<file path="config.mk">
export PLATFORM = sky130hd
export DESIGN_NAME = ysyx_22040237_ifu
export DESIGN_NICKNAME = d
export VERILOG_FILES = /design/src/rtl/ysyx_22040237_ifu_pkg.sv /design/src/rtl/ysyx_22040237_ifu_pc.sv /design/src/rtl/ysyx_22040237_ifu.sv
export SDC_FILE = /design/constraint.sdc
export NUM_CORES = 1
export LEC_CHECK = 0
export CAP_MARGIN = 10
export CORE_MARGIN = 2
export CORE_UTILIZATION = 48
export DETAILED_ROUTE_END_ITERATION = 6
export PLACE_DENSITY = 0.82
export SYNTH_ARGS = -nofsm -noshare
export SYNTH_HDL_FRONTEND = slang
export SYNTH_SLANG_ARGS = --single-unit
</file>
<file path="constraint.sdc">
create_clock -name clk -period 3.2 [get_ports clk]
set_input_delay 0.64 -clock clk [delete_from_list [all_inputs] [get_ports clk]]
set_output_delay 0.64 -clock clk [all_outputs]
set_load 0.02 [all_outputs]
</file>
<file path="src/rtl/ysyx_22040237_ifu_pkg.sv">
// Shared types and constants for the instruction fetch unit.
// Optional perf counters are enabled by defining YSYX_22040237_IFU_PERF_CNT_EN.
package ysyx_22040237_ifu_pkg;

    localparam int unsigned XLEN   = 64;
    localparam int unsigned INST_W = 32;

    localparam logic [XLEN-1:0]   DEFAULT_RESET_PC = 64'h0000_0000_8000_0000;
    localparam logic [INST_W-1:0] INST_NOP         = 32'h0000_0013;

    typedef enum logic [1:0] {
        ST_REQ  = 2'd0,
        ST_WAIT = 2'd1,
        ST_HOLD = 2'd2
    } ifu_state_e;

    typedef enum logic [1:0] {
        PC_KEEP     = 2'd0,
        PC_INC      = 2'd1,
        PC_REDIRECT = 2'd2
    } pc_sel_e;

    // Payload presented to decode.
    typedef struct packed {
        logic [INST_W-1:0] inst;
        logic [XLEN-1:0]   pc;
        logic              fault;
    } fetch_pkt_t;

endpackage

</file>
<file path="src/rtl/ysyx_22040237_ifu_pc.sv">
// PC register with hold / +4 / redirect selection and redirect-target alignment check.
module ysyx_22040237_ifu_pc
    import ysyx_22040237_ifu_pkg::*;
#(
    parameter logic [XLEN-1:0] RESET_PC = DEFAULT_RESET_PC
) (
    input  logic            clk,
    input  logic            rst,
    input  pc_sel_e         sel,
    input  logic [XLEN-1:0] redirect_pc,
    output logic [XLEN-1:0] pc,
    output logic            misalign_c
);

    logic [XLEN-1:0] pc_n;

    // Next-PC mux; +4 wraps naturally at 2^XLEN.
    always_comb begin
        pc_n = pc;
        case (sel)
            PC_INC:      pc_n = pc + XLEN'(4);
            PC_REDIRECT: pc_n = redirect_pc;
            default:     pc_n = pc;
        endcase
    end

    always_ff @(posedge clk) begin
        if (rst) begin
            pc <= RESET_PC;
        end else begin
            pc <= pc_n;
        end
    end

    assign misalign_c = (redirect_pc[1:0] != 2'b00);

endmodule

</file>
<file path="src/rtl/ysyx_22040237_ifu.sv">
// Instruction fetch unit: one outstanding fetch, held instruction for decode, redirect/kill handling.
// Optional perf counters enabled by defining YSYX_22040237_IFU_PERF_CNT_EN.
module ysyx_22040237_ifu
    import ysyx_22040237_ifu_pkg::*;
#(
    parameter logic [XLEN-1:0] RESET_PC = DEFAULT_RESET_PC
) (
    input  logic              clk,
    input  logic              rst,
    output logic              imem_req_valid,
    input  logic              imem_req_ready,
    output logic [XLEN-1:0]   imem_req_addr,
    input  logic              imem_rsp_valid,
    input  logic [INST_W-1:0] imem_rsp_data,
    input  logic              imem_rsp_err,
    output logic              inst_valid,
    input  logic              inst_ready,
    output logic [INST_W-1:0] inst,
    output logic [XLEN-1:0]   inst_pc,
    output logic              inst_fault,
    input  logic              redirect_valid,
    input  logic [XLEN-1:0]   redirect_pc
`ifdef YSYX_22040237_IFU_PERF_CNT_EN
    ,
    output logic [63:0]       perf_fetch_cnt,
    output logic [63:0]       perf_kill_cnt
`endif
);

    ifu_state_e      state, state_n;
    logic            kill, kill_n;
    fetch_pkt_t      pkt_q, pkt_n;
    pc_sel_e         pc_sel;
    logic [XLEN-1:0] pc;
    logic            misalign_c;

    ysyx_22040237_ifu_pc #(
        .RESET_PC(RESET_PC)
    ) u_pc (
        .clk        (clk),
        .rst        (rst),
        .sel        (pc_sel),
        .redirect_pc(redirect_pc),
        .pc         (pc),
        .misalign_c (misalign_c)
    );

    always_ff @(posedge clk) begin
        if (rst) begin
            state       <= ST_REQ;
            kill        <= 1'b0;
            pkt_q.inst  <= INST_NOP;
            pkt_q.pc    <= RESET_PC;
            pkt_q.fault <= 1'b0;
        end else begin
            state <= state_n;
            kill  <= kill_n;
            pkt_q <= pkt_n;
        end
    end

    // Redirect always wins; a misaligned target becomes a faulting held instruction with no fetch.
    always_comb begin
        state_n = state;
        kill_n  = kill;
        pkt_n   = pkt_q;
        pc_sel  = PC_KEEP;
        if (redirect_valid) begin
            pc_sel = PC_REDIRECT;
            if (misalign_c) begin
                state_n     = ST_HOLD;
                kill_n      = 1'b0;
                pkt_n.inst  = '0;
                pkt_n.pc    = redirect_pc;
                pkt_n.fault = 1'b1;
            end else begin
                case (state)
                    ST_REQ: begin
                        if (imem_req_ready) begin
                            state_n = ST_WAIT;
                            kill_n  = 1'b1;
                        end
                    end
                    ST_WAIT: begin
                        if (imem_rsp_valid) begin
                            state_n = ST_REQ;
                            kill_n  = 1'b0;
                        end else begin
                            kill_n = 1'b1;
                        end
                    end
                    default: state_n = ST_REQ;
                endcase
            end
        end else begin
            case (state)
                ST_REQ: begin
                    if (imem_req_ready) state_n = ST_WAIT;
                end
                ST_WAIT: begin
                    if (imem_rsp_valid) begin
                        if (kill) begin
                            state_n = ST_REQ;
                            kill_n  = 1'b0;
                        end else begin
                            state_n     = ST_HOLD;
                            pkt_n.inst  = imem_rsp_data;
                            pkt_n.pc    = pc;
                            pkt_n.fault = imem_rsp_err;
                        end
                    end
                end
                ST_HOLD: begin
                    if (inst_ready) begin
                        state_n = ST_REQ;
                        pc_sel  = PC_INC;
                    end
                end
                default: state_n = ST_REQ;
            endcase
        end
    end

    // Outputs read zero for as long as reset is held.
    assign imem_req_valid = ~rst & (state == ST_REQ);
    assign imem_req_addr  = rst ? '0 : pc;
    assign inst_valid     = ~rst & (state == ST_HOLD);
    assign inst           = rst ? '0 : pkt_q.inst;
    assign inst_pc        = rst ? '0 : pkt_q.pc;
    assign inst_fault     = ~rst & pkt_q.fault;

`ifdef YSYX_22040237_IFU_PERF_CNT_EN
    logic        fetch_fire_c;
    logic        kill_fire_c;
    logic [63:0] fetch_cnt_q;
    logic [63:0] kill_cnt_q;

    assign fetch_fire_c = (state == ST_HOLD) & inst_ready & ~redirect_valid;
    assign kill_fire_c  = (state == ST_WAIT) & imem_rsp_valid & (kill | redirect_valid);

    always_ff @(posedge clk) begin
        if (rst) begin
            fetch_cnt_q <= '0;
            kill_cnt_q  <= '0;
        end else begin
            if (fetch_fire_c) fetch_cnt_q <= fetch_cnt_q + 64'd1;
            if (kill_fire_c)  kill_cnt_q  <= kill_cnt_q + 64'd1;
        end
    end

    assign perf_fetch_cnt = rst ? '0 : fetch_cnt_q;
    assign perf_kill_cnt  = rst ? '0 : kill_cnt_q;
`endif

endmodule

</file>
# After elaboration in Yosys (flattened, before gate mapping)
# Cells that the tools add are included.
[totals] regBits=164 elab_cells=58 mem_count=0 latchBits=0 ram_bits=0 output_inout_bits=163 romBits=0 inputBits=103
[classes] n_mux=28 n_addsub=1 n_eq_ne=10 shifts=0 n_div=0 order_cmp=0 bitwise=4 multipliers=0 reduce_logical=9
[ops] operator="97-bit 2-to-1 mux" n=5
[ops] operator="64-bit 2-to-1 mux" n=2
[ops] operator="64-bit one-hot mux with 2 select lines" n=1
[ops] operator="64-bit by 3-bit adder with 64-bit output, second input constant" n=1
[ops] operator="32-bit 2-to-1 mux" n=1
[ops] operator="2-bit 2-to-1 mux" n=8
[ops] operator="3-bit inequality test, second input constant" n=3
[ops] operator="1-bit 2-to-1 mux" n=8
[ops] operator="4-bit AND reduction" n=2
[ops] operator="2-bit nonzero test" n=4
[ops] operator="2-bit one-hot mux with 3 select lines" n=1
[ops] operator="2-bit by 1-bit == test with 1-bit output, second input constant" n=2
[ops] operator="2-bit == test, second input constant" n=2
[ops] operator="4-bit inequality test, second input constant" n=1
[ops] operator="2-bit one-hot mux with 2 select lines" n=1
[ops] operator="1-bit bitwise AND" n=3
[ops] operator="3-bit AND reduction" n=1
[ops] operator="3-bit nonzero test" n=1
[ops] operator="2-bit logical NOT" n=1
[ops] operator="2-bit by 1-bit inequality test with 1-bit output, second input constant" n=1
[ops] operator="2-bit inequality test, second input constant" n=1
[ops] operator="1-bit one-hot mux with 2 select lines" n=1
[ops] operator="1-bit inverter" n=1

# Longest topological paths before layout
[depth] depth_word=5 ltp_mapped=8 ltp_nobuf=6

# Cells and area by module
# A second synthesis with hierarchy kept.
[unflattened] cells_unflattened=1127 hier_area_um2=9500.4
[modules_own_cells] module="ysyx_22040237_ifu" n_inst=1 area_per_inst_um2=5350.1 cells_per_inst=560
[modules_own_cells] module="ysyx_22040237_ifu_pc" n_inst=1 area_per_inst_um2=4150.2 cells_per_inst=567

# Least setup slack after synthesis
# No wires, ideal clock.
[synth_timing] kind="input-to-reg" from="input inst_ready" to="register u_pc.pc[54]" cell_stages=5 required_time_ps=3066 n_path_buf=0 arrival_ps=2359 path_slack_ps=707 cell_sequence="nand4b_1 or4_4 or4_4 nand2_1 or4b_1"
[synth_via] elab_chain_cells=5
[synth_lines] element="start, declared" line_no="ysyx_22040237_ifu.sv:17" text="input logic inst_ready,"
[synth_lines] element="1-bit 2-to-1 mux *" line_no="ysyx_22040237_ifu.sv:114" text="if (inst_ready) begin"
[synth_lines] element="1-bit 2-to-1 mux *" line_no="ysyx_22040237_ifu.sv:96" text="case (state)"
[synth_lines] element="2-bit 2-to-1 mux *" line_no="ysyx_22040237_ifu.sv:68" text="if (redirect_valid) begin"
[synth_lines] element="2-bit == test or 2-bit by 1-bit == test with 1-bit output (tied branches)" line_no="ysyx_22040237_ifu_pc.sv:20" text="case (sel)"
[synth_lines] element="64-bit one-hot mux with 2 select lines or 2-bit nonzero test (tied branches)"
[synth_lines] element="end signal, assigned" line_no="ysyx_22040237_ifu_pc.sv:31" text="pc <= pc_n;"
[synth_lines] element="end, declared" line_no="ysyx_22040237_ifu_pc.sv:11" text="output logic [XLEN-1:0] pc,"
# Every way passes the cells marked *; elsewhere a longest branch is shown, timed or not.
# A chain may end at the register's enable or synchronous reset.

# Worst setup path in the final report
# Same ends and word-level chain as after synthesis.

==> impl_metrics.toml <==
[run_status]
status = "finished, final reports clean"

[global_route]
grt_pass1_wl_um = 42600
grt_max_degree = 107
grt_pass1_vias = 8345
antenna_found_initial = 2
grt_usage_pct = 26.6
grt_overflow = 0

[detailed_routing]
m1WireLength_um = 11400
drtIter0Drc = 503
wl_met2_um = 12300
route.detailed.drc = 0
routed_wl_um = 26300
num_vias = 8779
ant_nets = 0
avgRoutedWirePerCell_um = 17.1
via_per_inst = 5.70
firstDrtPassIters = 5
wl_met3_um = 1900
highest_layer = "met4"

[synthesis]
synth_cell_type_count = 53
syn_inst = 1066
yosys.area_share.simple_pct = 31.8
synthMuxAreaShare_pct = 5.62
synth_adder_area_share_pct = 0.143
synth_edf_count = 0
synth_top_flop_cell = "dfxtp_1"
synth_top_family_by_area = "simple AND/OR/NAND/NOR gates"
synth_seq_cells = 164
synth_seq_area_share_pct = 37.7
synthXorXnorAreaFrac_pct = 4.02
synth_compound_area_share_pct = 16.9
syn-cell-area_mm2 = 0.00872
synth_async_sr_flop_share_pct = 0
syn-num-nets = 1170
yosys_warnings = 0
avgSynthCellArea_um2 = 8.18

[clock_tree]
cts_root_buf = "clkbuf_16"
cts_tree = "done"
cts-htree-levels = 4
cts_hold_buf = 0
clock_latency_ns = 0.42
cts_made_buffers = 17
cts.repair.resized = 0
cts_max_path_buffers = 2
postCtsSetupBuffers = 0
clkSinkCount = 164
clkTransAtPathRegs_ns = 0.06

[sta]
tns_ns = 0
maxSlewHeadroom_pct = 23.8
setup_slack_ns = 0.508
fmax_mhz = 371
setup_viol = 0
fin_crit_ns = 2.69
fin_crit_sh_pct = 84.1
rsz0062_at_grt = "no"
drv_slew = 0
fin_skew_ns = 0.00867
hold_viol_final = 0
holdWs_ns = 0.473
worst_pin_slew_ns = 1.14

[final_layout]
most-common-layout-cells = "263 x clkdlybuf4s50_1, 164 x dfxtp_1, 162 x nor2b_1"
drive_gt1_share_pct = 5.20
fin_area_mm2 = 0.0123
layout_commonest_cell = "clkdlybuf4s50_1"
area_delta_synth_final_pct = 40.9
nNetsFinal = 1401

[worst_setup_path]
worstPathRequired_ns = 3.48
crit_buf_inv = 1
cpMostUsedCell = "or4_4"
critical-path-top-delay-family = "simple AND/OR/NAND/NOR gates"
max_stage_delay_ns = 0.58
crit_path_start_kind = "primary input"
worst-endpoint-arrival_ns = 2.98
crit_slowest_cell = "or4_4"
cp_cell_sequence = "clkdlybuf4s50_1, nand4b_1, or4_4, or4_4, nand2_1, or4b_1"
r2r-start = "u_pc.pc[14]"
crit_path_end_kind = "register"
crit_type = "in2reg"
crit_fanout = 4
worstSetupStartpoint = "inst_ready"

[floorplanning]
die_y_um = 139
start_util_pct = 48.7
core_area_mm2 = 0.0179
rows = 49
fp.dieArea_mm2 = 0.0193
die_x_um = 139
io_pins = 266

[placement]
dp_slack_ns = 0.106
io_buffers = 265
place_hpwl_um = 18800
gp_congestion = 0.935
placed_area_mm2 = 0.0117

[power_and_ir_drop]
total_power_mw = 5.38
p_per_area_mw_per_mm2 = 438
peakVddDrop_uv = 413
p_leak_nw = 4.42

[hold_path]
min_from = "pkt_q[69]"
hp-class = "reg2reg"

[run]
maxCapViolCount = 0
## state kept, by name, indices dropped and copies added, names as in the netlist
| register | cells |
|---|---|
| kill | 1 |
| u_pc.pc | 64 |
| pkt_q | 97 |
| state | 2 |
## synthesized netlist by cell type, types with 7 or more instances
cell	count	area (um^2)
nor4_1	16	100
buf_1	12	45.0
o31ai_1	7	52.6
nand2_1	62	233
and3_1	10	62.6
a22o_1	29	254
nor3_1	18	90.1
dfxtp_1	164	3280
o21ai_0	10	50.1
xor2_1	26	228
or3_1	8	50.1
nand4_1	33	206
nand3_1	38	190
a21oi_1	19	95.1
o21a_1	10	75.1
mux2i_1	49	490
xnor2_1	14	123
a311oi_1	21	184
nor2b_1	162	1010
clkbuf_1	69	259
a211oi_1	78	586
nor2_1	150	563
## cell type report
type / instances / area (um^2)
timing repair buffer: 294 / 2960
clock inverter: 9 / 156
antenna: 2 / 5.00
sequential: 164 / 3280
clock buffer: 21 / 440
inverter: 7 / 26.3
multi-input combinational: 813 / 5130
fill: 1457 / 5620
tap: 229 / 287
## logic make-up after synthesis
logic type | count (synthesis)
DFF | 164
AOI/OAI and AO/OA | 194
muxes | 49
buffers and inverters | 89
and+or+nand+nor | 529
xor gates and xnor gates | 40
adders and majority gates | 1
## worst min-delay path: stages (launching register included)
cell and delay (ns):
dfxtp_1 0.30, nand2_1 0.05, o211ai_1 0.07
## where the power goes
group	switching, mW	internal (mW)
Clock	0.816	1.30
Combinational	0.485	0.478
Sequential	0.126	2.17
## per-stage QoR
step	util, %	std cells
2_1_floorplan	-	1066
3_5_place_dp	65.3	1507
5_1_grt	68.6	1539
4_1_cts	68.6	1537
3_3_place_gp	65.3	1507
6_report	68.6	1539
## routing by layer
| layer | global-route usage (%) | vias up |
|---|---|---|
| li1 | - | 4265 |
| met1 | 34.8 | 4116 |
| met2 | 43.3 | 341 |
| met3 | 6.08 | 57 |
| met4 | 9.52 | 0 |
| met5 | 0 | - |
## worst paths after layout
path	endpoint	slack (ns)	cells past startpoint
worst min-delay path	pkt_q[69]	0.47	2
worst max register to register	u_pc.pc[57]	0.54	4
worst min register to register	pkt_q[69]	0.47	2
worst max-delay path	u_pc.pc[54]	0.51	6
Power figures use the tool's default switching activity.
